[src/rtl/hit_penalty_controller_pkg.sv]
// Shared frame-state, winner and FSM encodings for the hit penalty path.
// Shared with the collision checker so both sides agree on the codes.
package hit_penalty_controller_pkg;

    typedef enum logic [1:0] {
        FS_NOHIT     = 2'b00,
        FS_HITSTUN   = 2'b01,
        FS_BLOCKSTUN = 2'b10
    } frame_state_e;

    typedef enum logic [1:0] {
        WIN_NONE  = 2'b00,
        WIN_CHAR1 = 2'b01,
        WIN_CHAR2 = 2'b10,
        WIN_DRAW  = 2'b11
    } winner_e;

    typedef enum logic {
        ST_PLAY = 1'b0,
        ST_OVER = 1'b1
    } state_e;

    localparam int STUN_W = 8;

    // Code 11 carries no stun, so only the two real stun codes start an event.
    function automatic logic is_stun_code(input logic [1:0] fs);
        return (fs == FS_HITSTUN) || (fs == FS_BLOCKSTUN);
    endfunction

endpackage

[src/rtl/hit_penalty_controller_if.sv]
// Bundle between collision checker / game logic and the penalty controller.
// master drives frame codes and pulses; slave returns stun, health, result.
interface hit_penalty_controller_if #(
    parameter int HEALTH_W = 2
);
    logic                frame_tick;
    logic                new_round;
    logic [1:0]          char1_frame_state;
    logic [1:0]          char2_frame_state;
    logic                char1_stun;
    logic                char1_blockstun;
    logic                char2_stun;
    logic                char2_blockstun;
    logic [HEALTH_W-1:0] char1_health;
    logic [HEALTH_W-1:0] char2_health;
    logic                game_over;
    logic [1:0]          winner;

    modport master (
        output frame_tick, new_round,
        output char1_frame_state, char2_frame_state,
        input  char1_stun, char1_blockstun,
        input  char2_stun, char2_blockstun,
        input  char1_health, char2_health,
        input  game_over, winner
    );

    modport slave (
        input  frame_tick, new_round,
        input  char1_frame_state, char2_frame_state,
        output char1_stun, char1_blockstun,
        output char2_stun, char2_blockstun,
        output char1_health, char2_health,
        output game_over, winner
    );
endinterface

[src/rtl/hit_penalty_controller_stun_timer.sv]
// Per-character stun down-counter in video frames.
// A load wins over a coincident frame tick; kind clears when count hits 0.
import hit_penalty_controller_pkg::*;

module stun_timer (
    input  logic              clk,
    input  logic              rst_n,
    input  logic              clear,
    input  logic              load,
    input  logic [STUN_W-1:0] load_value,
    input  logic              load_kind,
    input  logic              frame_tick,
    output logic              stun,
    output logic              blockstun
);
    logic [STUN_W-1:0] count_q;
    logic              kind_q;

    // Count register: clear, then load, then tick-driven decrement.
    always_ff @(posedge clk) begin
        if (!rst_n || clear) begin
            count_q <= '0;
            kind_q  <= 1'b0;
        end else if (load) begin
            count_q <= load_value;
            kind_q  <= load_kind;
        end else if (frame_tick && (count_q != '0)) begin
            count_q <= count_q - 1'b1;
            if (count_q == STUN_W'(1))
                kind_q <= 1'b0;
        end
    end

    assign stun      = (count_q != '0);
    assign blockstun = kind_q;
endmodule

[src/rtl/hit_penalty_controller.sv]
// Turns collision frame-state codes into stun, health and round result.
// Optional macro BLOCK_CHIP_DAMAGE_EN: blocked hits also remove 1 health.
import hit_penalty_controller_pkg::*;

module hit_penalty_controller #(
    parameter int HEALTH_MAX       = 3,
    parameter int HEALTH_W         = 2,
    parameter int HITSTUN_FRAMES   = 16,
    parameter int BLOCKSTUN_FRAMES = 8,
    parameter int HIT_DAMAGE       = 1
) (
    input logic                  clk,
    input logic                  rst_n,
    hit_penalty_controller_if.slave bus
);
    typedef logic [HEALTH_W-1:0] health_t;

    state_e     state_q, state_d;
    logic [1:0] winner_q, winner_d;
    logic [1:0] prev1_q, prev2_q;
    health_t    health1_q, health2_q;
    logic       stun1, stun2;
    logic       bstun1, bstun2;
    logic       ko, live, clear;
    logic       acc1, acc2, hit1, hit2;

    function automatic health_t next_health(
        input health_t h,
        input logic    hit,
        input logic    blk
    );
        health_t d;
        d = '0;
        if (hit)
            d = health_t'(HIT_DAMAGE);
`ifdef BLOCK_CHIP_DAMAGE_EN
        else if (blk)
            d = health_t'(1);
`else
        else if (blk)
            d = '0;
`endif
        return (h > d) ? health_t'(h - d) : '0;
    endfunction

    // Once a health reaches 0 the round is decided; no further events count.
    assign ko    = (health1_q == '0) || (health2_q == '0);
    assign live  = (state_q == ST_PLAY) && !ko && !bus.new_round;
    assign clear = bus.new_round || (state_q == ST_OVER) || ko;

    assign acc1 = live && !stun1 && is_stun_code(bus.char1_frame_state)
                  && !is_stun_code(prev1_q);
    assign acc2 = live && !stun2 && is_stun_code(bus.char2_frame_state)
                  && !is_stun_code(prev2_q);
    assign hit1 = acc1 && (bus.char1_frame_state == FS_HITSTUN);
    assign hit2 = acc2 && (bus.char2_frame_state == FS_HITSTUN);

    // Previous frame codes for edge-style event detection.
    always_ff @(posedge clk) begin
        if (!rst_n) begin
            prev1_q <= FS_NOHIT;
            prev2_q <= FS_NOHIT;
        end else begin
            prev1_q <= bus.char1_frame_state;
            prev2_q <= bus.char2_frame_state;
        end
    end

    // Health: refilled on reset or new round, reduced by accepted events.
    always_ff @(posedge clk) begin
        if (!rst_n || bus.new_round) begin
            health1_q <= health_t'(HEALTH_MAX);
            health2_q <= health_t'(HEALTH_MAX);
        end else begin
            health1_q <= next_health(health1_q, hit1, acc1 && !hit1);
            health2_q <= next_health(health2_q, hit2, acc2 && !hit2);
        end
    end

    // Round FSM state and winner registers.
    always_ff @(posedge clk) begin
        if (!rst_n) begin
            state_q  <= ST_PLAY;
            winner_q <= WIN_NONE;
        end else begin
            state_q  <= state_d;
            winner_q <= winner_d;
        end
    end

    // Next state: new_round restarts, a zero health ends play.
    always_comb begin
        state_d  = state_q;
        winner_d = winner_q;
        if (bus.new_round) begin
            state_d  = ST_PLAY;
            winner_d = WIN_NONE;
        end else if ((state_q == ST_PLAY) && ko) begin
            state_d  = ST_OVER;
            winner_d = {health1_q == '0, health2_q == '0};
        end
    end

    stun_timer u_stun1 (
        .clk        (clk),
        .rst_n      (rst_n),
        .clear      (clear),
        .load       (acc1),
        .load_value (hit1 ? STUN_W'(HITSTUN_FRAMES)
                          : STUN_W'(BLOCKSTUN_FRAMES)),
        .load_kind  (!hit1),
        .frame_tick (bus.frame_tick),
        .stun       (stun1),
        .blockstun  (bstun1)
    );

    stun_timer u_stun2 (
        .clk        (clk),
        .rst_n      (rst_n),
        .clear      (clear),
        .load       (acc2),
        .load_value (hit2 ? STUN_W'(HITSTUN_FRAMES)
                          : STUN_W'(BLOCKSTUN_FRAMES)),
        .load_kind  (!hit2),
        .frame_tick (bus.frame_tick),
        .stun       (stun2),
        .blockstun  (bstun2)
    );

    assign bus.char1_stun      = stun1;
    assign bus.char1_blockstun = bstun1;
    assign bus.char2_stun      = stun2;
    assign bus.char2_blockstun = bstun2;
    assign bus.char1_health    = health1_q;
    assign bus.char2_health    = health2_q;
    assign bus.game_over       = (state_q == ST_OVER);
    assign bus.winner          = winner_q;
endmodule

[src/flat_wrapper.sv]
// flat-port wrapper written by rule: the top's interface ports become plain ports
module hit_penalty_controller_flat 
#(
    parameter int HEALTH_MAX       = 3,
    parameter int HEALTH_W         = 2,
    parameter int HITSTUN_FRAMES   = 16,
    parameter int BLOCKSTUN_FRAMES = 8,
    parameter int HIT_DAMAGE       = 1
)
  (clk, rst_n, bus_frame_tick, bus_new_round, bus_char1_frame_state, bus_char2_frame_state, bus_char1_stun, bus_char1_blockstun, bus_char2_stun, bus_char2_blockstun, bus_char1_health, bus_char2_health, bus_game_over, bus_winner);
  hit_penalty_controller_if #(.HEALTH_W(HEALTH_W)) bus_i ();
  input logic clk;
  input logic rst_n;
  input wire logic [$bits(bus_i.frame_tick)-1:0] bus_frame_tick;
  input wire logic [$bits(bus_i.new_round)-1:0] bus_new_round;
  input wire logic [$bits(bus_i.char1_frame_state)-1:0] bus_char1_frame_state;
  input wire logic [$bits(bus_i.char2_frame_state)-1:0] bus_char2_frame_state;
  output wire logic [$bits(bus_i.char1_stun)-1:0] bus_char1_stun;
  output wire logic [$bits(bus_i.char1_blockstun)-1:0] bus_char1_blockstun;
  output wire logic [$bits(bus_i.char2_stun)-1:0] bus_char2_stun;
  output wire logic [$bits(bus_i.char2_blockstun)-1:0] bus_char2_blockstun;
  output wire logic [$bits(bus_i.char1_health)-1:0] bus_char1_health;
  output wire logic [$bits(bus_i.char2_health)-1:0] bus_char2_health;
  output wire logic [$bits(bus_i.game_over)-1:0] bus_game_over;
  output wire logic [$bits(bus_i.winner)-1:0] bus_winner;
  assign bus_i.frame_tick = bus_frame_tick;
  assign bus_i.new_round = bus_new_round;
  assign bus_i.char1_frame_state = bus_char1_frame_state;
  assign bus_i.char2_frame_state = bus_char2_frame_state;
  assign bus_char1_stun = bus_i.char1_stun;
  assign bus_char1_blockstun = bus_i.char1_blockstun;
  assign bus_char2_stun = bus_i.char2_stun;
  assign bus_char2_blockstun = bus_i.char2_blockstun;
  assign bus_char1_health = bus_i.char1_health;
  assign bus_char2_health = bus_i.char2_health;
  assign bus_game_over = bus_i.game_over;
  assign bus_winner = bus_i.winner;
  hit_penalty_controller #(.HEALTH_MAX(HEALTH_MAX), .HEALTH_W(HEALTH_W), .HITSTUN_FRAMES(HITSTUN_FRAMES), .BLOCKSTUN_FRAMES(BLOCKSTUN_FRAMES), .HIT_DAMAGE(HIT_DAMAGE)) u_core (.clk(clk), .rst_n(rst_n), .bus(bus_i));
endmodule
[config.mk]
export PLATFORM = sky130hd
export DESIGN_NAME = hit_penalty_controller_flat
export DESIGN_NICKNAME = d
export VERILOG_FILES = /design/src/rtl/hit_penalty_controller_pkg.sv /design/src/rtl/hit_penalty_controller_if.sv /design/src/rtl/hit_penalty_controller_stun_timer.sv /design/src/rtl/hit_penalty_controller.sv /design/src/flat_wrapper.sv
export SDC_FILE = /design/constraint.sdc
export NUM_CORES = 1
export LEC_CHECK = 0
export ABC_AREA = 1
export CAP_MARGIN = 20
export CORE_MARGIN = 8
export CORE_UTILIZATION = 55
export DETAILED_ROUTE_END_ITERATION = 10
export PLACE_DENSITY_LB_ADDON = 0.15
export SKIP_LAST_GASP = 1
export SYNTH_ARGS = -nofsm -noshare
export SYNTH_HDL_FRONTEND = slang
export SYNTH_SLANG_ARGS = --single-unit
[constraint.sdc]
create_clock -name clk -period 2 [get_ports clk]
set_input_delay 0.4 -clock clk [delete_from_list [all_inputs] [get_ports clk]]
set_output_delay 0.4 -clock clk [all_outputs]
set_load 0.02 [all_outputs]
Word level (Yosys, flattened, before mapping) --
Index checks and enable logic that the tools add are counted.
Cells by class: eq/ne operators 10, $lt $le $gt $ge 2, bitwise gates (word level) 2, add/sub/neg operators 4, reductions and logical operators 42, muxes and demuxes 18
Operator list (number):
- 8-bit 2-to-1 mux | 4
- 8-bit by 1-bit equality test with 1-bit output (second input constant) | 2
- 8-bit nonzero test | 2
- 8-bit by 1-bit subtractor with 8-bit output (second input constant) | 2
- 1-bit logical AND | 13
- 5-bit 2-to-1 mux | 2
- 1-bit zero test | 9
- 1-bit logical OR | 9
- 2-bit by 1-bit equality test with 1-bit output (second input constant) | 4
- 2-bit equality test (second input constant) | 4
- 1-bit 2-to-1 mux | 8
- 2-bit 2-to-1 mux | 4
- 2-bit nonzero test | 4
- 2-bit greater-than comparator | 2
- 2-bit zero test | 2
- 2-bit AND reduction | 2
- 2-bit subtractor | 2
- 1-bit NOT | 2
- 2-bit OR reduction | 1
Word-level totals: output and inout bits 11, flip-flop bits (word level) 29

Longest topological paths before layout --
Gate-level depths: netlist of run 1.
depth in word-level cells 13, depth in mapped cells 11, gate-level depth less buffers 11

By module --
Synthesis of run 1 repeated with hierarchy kept, for this count alone.
Unflattened totals: cell total of the unflattened synthesis 255, area, all modules 1805.5 sq um
Modules (own cells, without submodules):
- stun_timer | area an instance 600.6 sq um, instances 2, seq. area each 180.2 sq um, cells each 89
- hit_penalty_controller | area an instance 604.3 sq um, instances 1, seq. area each 220.2 sq um, cells each 77

Least setup slack after synthesis of run 1 --
OpenSTA, ideal clock, no wires.
path type input-to-reg, start in bus_char1_frame_state[1], end reg u_core.health1_q[1], in the netlist u_core.bus.char1_health[1], arrival time 1638 ps, slack 288 ps, stages 10, path buffers 0, data required time 1926 ps, setup time 74 ps, cells stage by stage inv_1 > ha_1 > inv_1 > nand2_1 > nor2_1 > nand3_2 > nor2_1 > ha_1 > a21o_1 > o21ai_0
On the way: longest elaborated chain between the ends 9, elaborated cells on any way between the ends 11, those cells by class add/sub: 1; order compare: 1; eq/ne: 2; mux: 3; reduce/logical: 4
Ends and longest elaborated chain:
- start: declaration | RTL line flat_wrapper.sv:16 | input wire logic [$bits(bus_i.char1_frame_state)-1:0] bus_char1_frame_state;
- 2-bit by 1-bit equality test with 1-bit output / 2-bit equality test (equally long branches) | RTL line hit_penalty_controller_pkg.sv:27, hit_penalty_controller.sv:55
- 1-bit logical OR | RTL line hit_penalty_controller_pkg.sv:27 | return (fs == FS_HITSTUN) || (fs == FS_BLOCKSTUN);
- 1-bit logical AND | RTL line hit_penalty_controller.sv:51 | assign acc1 = live && !stun1 && is_stun_code(bus.char1_frame_state)
- 1-bit logical AND | RTL line hit_penalty_controller.sv:52 | && !is_stun_code(prev1_q);
- 1-bit logical AND (*) | RTL line hit_penalty_controller.sv:55 | assign hit1 = acc1 && (bus.char1_frame_state == FS_HITSTUN);
- 1-bit 2-to-1 mux (*) | RTL line hit_penalty_controller.sv:34 | if (hit)
- 2-bit 2-to-1 mux (*) | RTL line hit_penalty_controller.sv:71 | if (!rst_n || bus.new_round) begin
- 2-bit subtractor / 2-bit greater-than comparator (equally long branches) | RTL line hit_penalty_controller.sv:43 | return (h > d) ? health_t'(h - d) : '0;
- 2-bit 2-to-1 mux (*) | RTL line hit_penalty_controller.sv:43
- end signal: assignment | RTL line hit_penalty_controller.sv:72 | health1_q <= health_t'(HEALTH_MAX);
- end signal: assignment | RTL line hit_penalty_controller.sv:75 | health1_q <= next_health(health1_q, hit1, acc1 && !hit1);
- end: declaration | RTL line hit_penalty_controller.sv:21 | health_t health1_q, health2_q;
Every way passes the cells marked *; elsewhere a longest branch is shown, timed or not. The select of a mux whose other input is x is not followed. A chain may end at the register's enable or synchronous reset.

Final worst setup path of run 1 --
Ends and elaborated chain as after synthesis.

==> results of run 1 <==
-- metrics by stage --
stage	utilization [%]	hold slack (ns)
floorplan	-	0.439
global placement	65.6	0.445
detailed placement	65.6	0.452
CTS	67.4	0.465
global route	67.3	0.482
finish	67.3	0.459
-- layout by cell type, fill, tap and decap left out, types with 6 or more instances in the layout --
master / n
nor2_1: 29
xor2_1: 6
nor2_2: 6
clkdlybuf4s50_1: 16
a21oi_1: 7
dfxtp_1: 29
ha_1: 12
buf_4: 8
nand2_1: 40
inv_1: 35
nand3_1: 17
o21ai_0: 6
-- cells by family after synthesis --
logic type | after synthesis
AOI/OAI and AO/OA | 22
xor gates and xnor gates | 7
adders and majority gates | 12
buffers and inverters | 40
DFF | 29
and+or+nand+nor | 118
-- sequential cells by signal, summed over array words and instances (netlist names) --
name	count
u_core.u_stun1.blockstun	1
u_core.prev2_q	2
u_core.bus.char1_health	2
u_core.prev1_q	2
u_core.bus.char2_health	2
u_core.bus.winner	2
u_core.u_stun1.count_q	8
u_core.u_stun2.count_q	8
u_core.u_stun2.blockstun	1
u_core.bus.game_over	1
-- area by class of cell --
type / count / area, sq um / share of cell area, %
multi-input combinational: 159 / 933 / 47.0
sequential: 29 / 581 / 29.2
inverter: 39 / 146 / 7.37
clock buffer: 7 / 55.1 / 2.77
timing repair buffer: 26 / 230 / 11.6
tap: 33 / 41.3 / 2.08
-- power by group through the flow --
stage	Combinational, mW	Sequential, mW	Clock, mW
3_5_place_dp	2.11	0.832	0
6_report	2.03	0.823	0.370
4_1_cts	2.07	0.821	0.377
3_3_place_gp	2.09	0.832	0
5_1_grt	2.29	0.839	0.404
2_1_floorplan	1.55	0.816	0
-- worst register-to-register path: cells and delay by family, from the launching register on --
family	cells	cell delay (ns)
DFF	1	0.39
AOI/OAI and AO/OA	2	0.26
buffers and inverters	2	0.25
adders and majority gates	3	0.57
and+or+nand+nor	4	0.30
-- worst max-delay path by stage --
stage                                            from                                     to  slack, ns  cells past startpoint
6_report                     bus_char1_frame_state[1]  u_core.bus.char1_health[1]$_SDFF_PP1_       0.13                     11
5_1_grt                      bus_char2_frame_state[1]  u_core.bus.char2_health[1]$_SDFF_PP1_      0.005                     11
4_1_cts        u_core.u_stun1.count_q[0]$_SDFFE_PP0P_                         bus_char1_stun      0.007                      6
3_5_place_dp                 bus_char1_frame_state[1]  u_core.bus.char1_health[1]$_SDFF_PP1_      -0.29                     11
3_3_place_gp                 bus_char1_frame_state[1]  u_core.bus.char1_health[1]$_SDFF_PP1_      -0.20                     11
2_1_floorplan                bus_char1_frame_state[1]  u_core.bus.char1_health[1]$_SDFF_PP1_       0.29                     10
-- routing by layer --
layer | vias to the layer above | track usage [%]
li1 | 784 | -
met1 | 637 | 15.6
met5 | - | 0
met2 | 26 | 22.2
met4 | 0 | 5.77
met3 | 15 | 5.79
-- repair_timing --
| action | CTS | global route |
|---|---|---|
| pin swaps | 0 | 1 |
| resized for setup | 2 | 8 |
| endpoints found under the setup margin | 2 | 4 |
==> results.json, run 1 <==
{
  "slew-limit-headroom_pct": 77.0,
  "antenna_cells": 0,
  "cp.required_ns": 2.26,
  "synth-edff-count": 0,
  "dr.pass1.iters": 5,
  "critical_path_class": "in -> reg",
  "ys_types": 28,
  "postCtsSetupBuffers": 0,
  "core_area_sq_mm": 0.00295,
  "status": "finished, final reports clean",
  "cts_tree": "done",
  "synth_cells": 228,
  "crit_chain": "clkdlybuf4s50_1, inv_1, ha_1, inv_1, nand2_1, nor2_1, nand3_2, nor2_2, ha_1, a21o_1, o21ai_1",
  "rsz0062_at_grt": "no",
  "maxUsedRoutingLayer": "met4",
  "h-tree-depth": 2,
  "cts_sinks": 29,
  "setup_tns_ns": 0,
  "synthMuxAreaShare_pct": 0,
  "worst_pin_slew_ns": 0.343,
  "io_buffers": 18,
  "ios": 19,
  "grt.total_usage_pct": 13.8,
  "hold_start": "u_core.bus.winner[0]$_SDFFE_PP0P_",
  "synthSimpleGateAreaFrac_pct": 35.6,
  "vias_per_cell": 4.99,
  "slew_violations": 0,
  "synth-main-ff-cell": "dfxtp_1",
  "hold_path_class": "reg -> reg",
  "place_ws_ns": -0.289,
  "dp_hpwl_um": 2530,
  "initial_core_util_pct": 56.2,
  "p_per_area_mw_per_mm2": 1620,
  "dieArea_sq_mm": 0.00503,
  "synth_common_cells": "nand2_1, inv_1, nor2_1",
  "fill_cells": 269,
  "synth-async-reset-ratio_pct": 0,
  "wl_met3_um": 157,
  "worst-path-max-fanout": 2,
  "dr_wl_met2_um": 1440,
  "cp_top_family": "buffers and inverters",
  "synth_top_family_by_area": "simple AND/OR/NAND/NOR gates",
  "rrSetupSlack_ns": 0.17,
  "yosysMostFrequentCell": "nand2_1",
  "vias": 1462,
  "avgSynthCellArea_sq_um": 7.28,
  "max_stage_delay_ns": 0.47,
  "fin_crit_sh_pct": 93.5,
  "postSynthRegisterBits": 29,
  "clkLatencyLatePin_ns": 0.33,
  "wirelength_um": 3160,
  "dieHeight_um": 70.9,
  "fin_nets": 280,
  "cp_slowest_cell": "clkdlybuf4s50_1",
  "dpl-instance-area_sq_mm": 0.00194,
  "syn_nets": 248,
  "pwr-share-seq_pct": 25.5,
  "setup_viol": 0,
  "ys_seq_area_share_pct": 35.0,
  "worst-path-buf-inv": 3,
  "hold_viol_final": 0,
  "drv_cap": 0,
  "rr_worst_depth": 11,
  "synth_top_area_share_pct": 35.0,
  "ant_nets": 0,
  "die_w_um": 70.9,
  "placementRows": 20,
  "cts_buffers": 5,
  "place_inst": 286,
  "total_power_mw": 3.23,
  "leakagePower_nw": 0.980,
  "ys_top_cells_by_area": "dfxtp_1, ha_1, nand2_1",
  "syn_area_sq_mm": 0.00166,
  "fmax_mhz": 535,
  "clkPwrFrac_pct": 11.5,
  "worst_slack_ns": 0.130,
  "cts_hold_buffers": 0,
  "r2r-start": "u_core.u_stun1.count_q[0]$_SDFFE_PP0P_",
  "ys_warn_count": 0,
  "drive_above_1_share_pct": 16.5,
  "drcViolationCount": 0,
  "cts_root_buf": "clkbuf_4",
  "cts_buffer_depth": 2,
  "m1WireLength_um": 1480,
  "synth_fa_ha_area_share_pct": 9.04,
  "vdd_drop_max_mv": 1.81,
  "gp_congestion": 0.804,
  "reg2reg_to": "u_core.bus.char1_health[1]$_SDFF_PP1_",
  "p_int_mw": 1.65,
  "fin_crit_ns": 1.87,
  "p_sw_mw": 1.58,
  "p_comb_share_pct": 63.0,
  "grt_max_degree": 9,
  "critPathCaptureType": "flop",
  "grt_overflow_total": 0,
  "cts.clk_slew.worst_paths_ns": 0.09,
  "cp.arrival_ns": 2.13,
  "yosysTopAreaCell": "dfxtp_1",
  "synth_compound_area_share_pct": 7.61,
  "synth_xor_xnor_area_share_pct": 3.69,
  "skew_ns": 0.00582,
  "drt_iter0_drc": 71,
  "grt_pass1_wl_um": 5640,
  "worst_setup_path_start_kind": "primary input",
  "fin_cells": 293,
  "grt_pass1_vias": 1361,
  "area_delta_synth_final_pct": 19.7,
  "switching_share_pct": 49.0,
  "avgRoutedWirePerCell_um": 10.8,
  "fin_area_sq_mm": 0.00199,
  "antenna_found_initial": 0,
  "hold_end": "u_core.bus.winner[0]$_SDFFE_PP0P_",
  "hold_path_depth": 2
}
(Power assumes the default switching activity.)
==> inputs of run 2 (changes only) <==
--- a/config.mk
+++ b/config.mk
@@ -6,6 +6,7 @@
 export NUM_CORES = 1
 export LEC_CHECK = 0
 export ABC_AREA = 1
+export ABC_CLOCK_PERIOD_IN_PS = 2000
 export CAP_MARGIN = 20
 export CORE_MARGIN = 8
 export CORE_UTILIZATION = 55
==> results of run 2 <==
No change in the layout: final DEF, timing and power equal those of run 1.
==> inputs of run 3 (changes only) <==
--- a/config.mk
+++ b/config.mk
@@ -10,6 +10,7 @@
 export CAP_MARGIN = 20
 export CORE_MARGIN = 8
 export CORE_UTILIZATION = 55
+export CTS_CLUSTER_SIZE = 28
 export DETAILED_ROUTE_END_ITERATION = 10
 export PLACE_DENSITY_LB_ADDON = 0.15
 export SKIP_LAST_GASP = 1
==> results of run 3 <==
No change in the layout: final DEF, timing and power equal those of run 1.
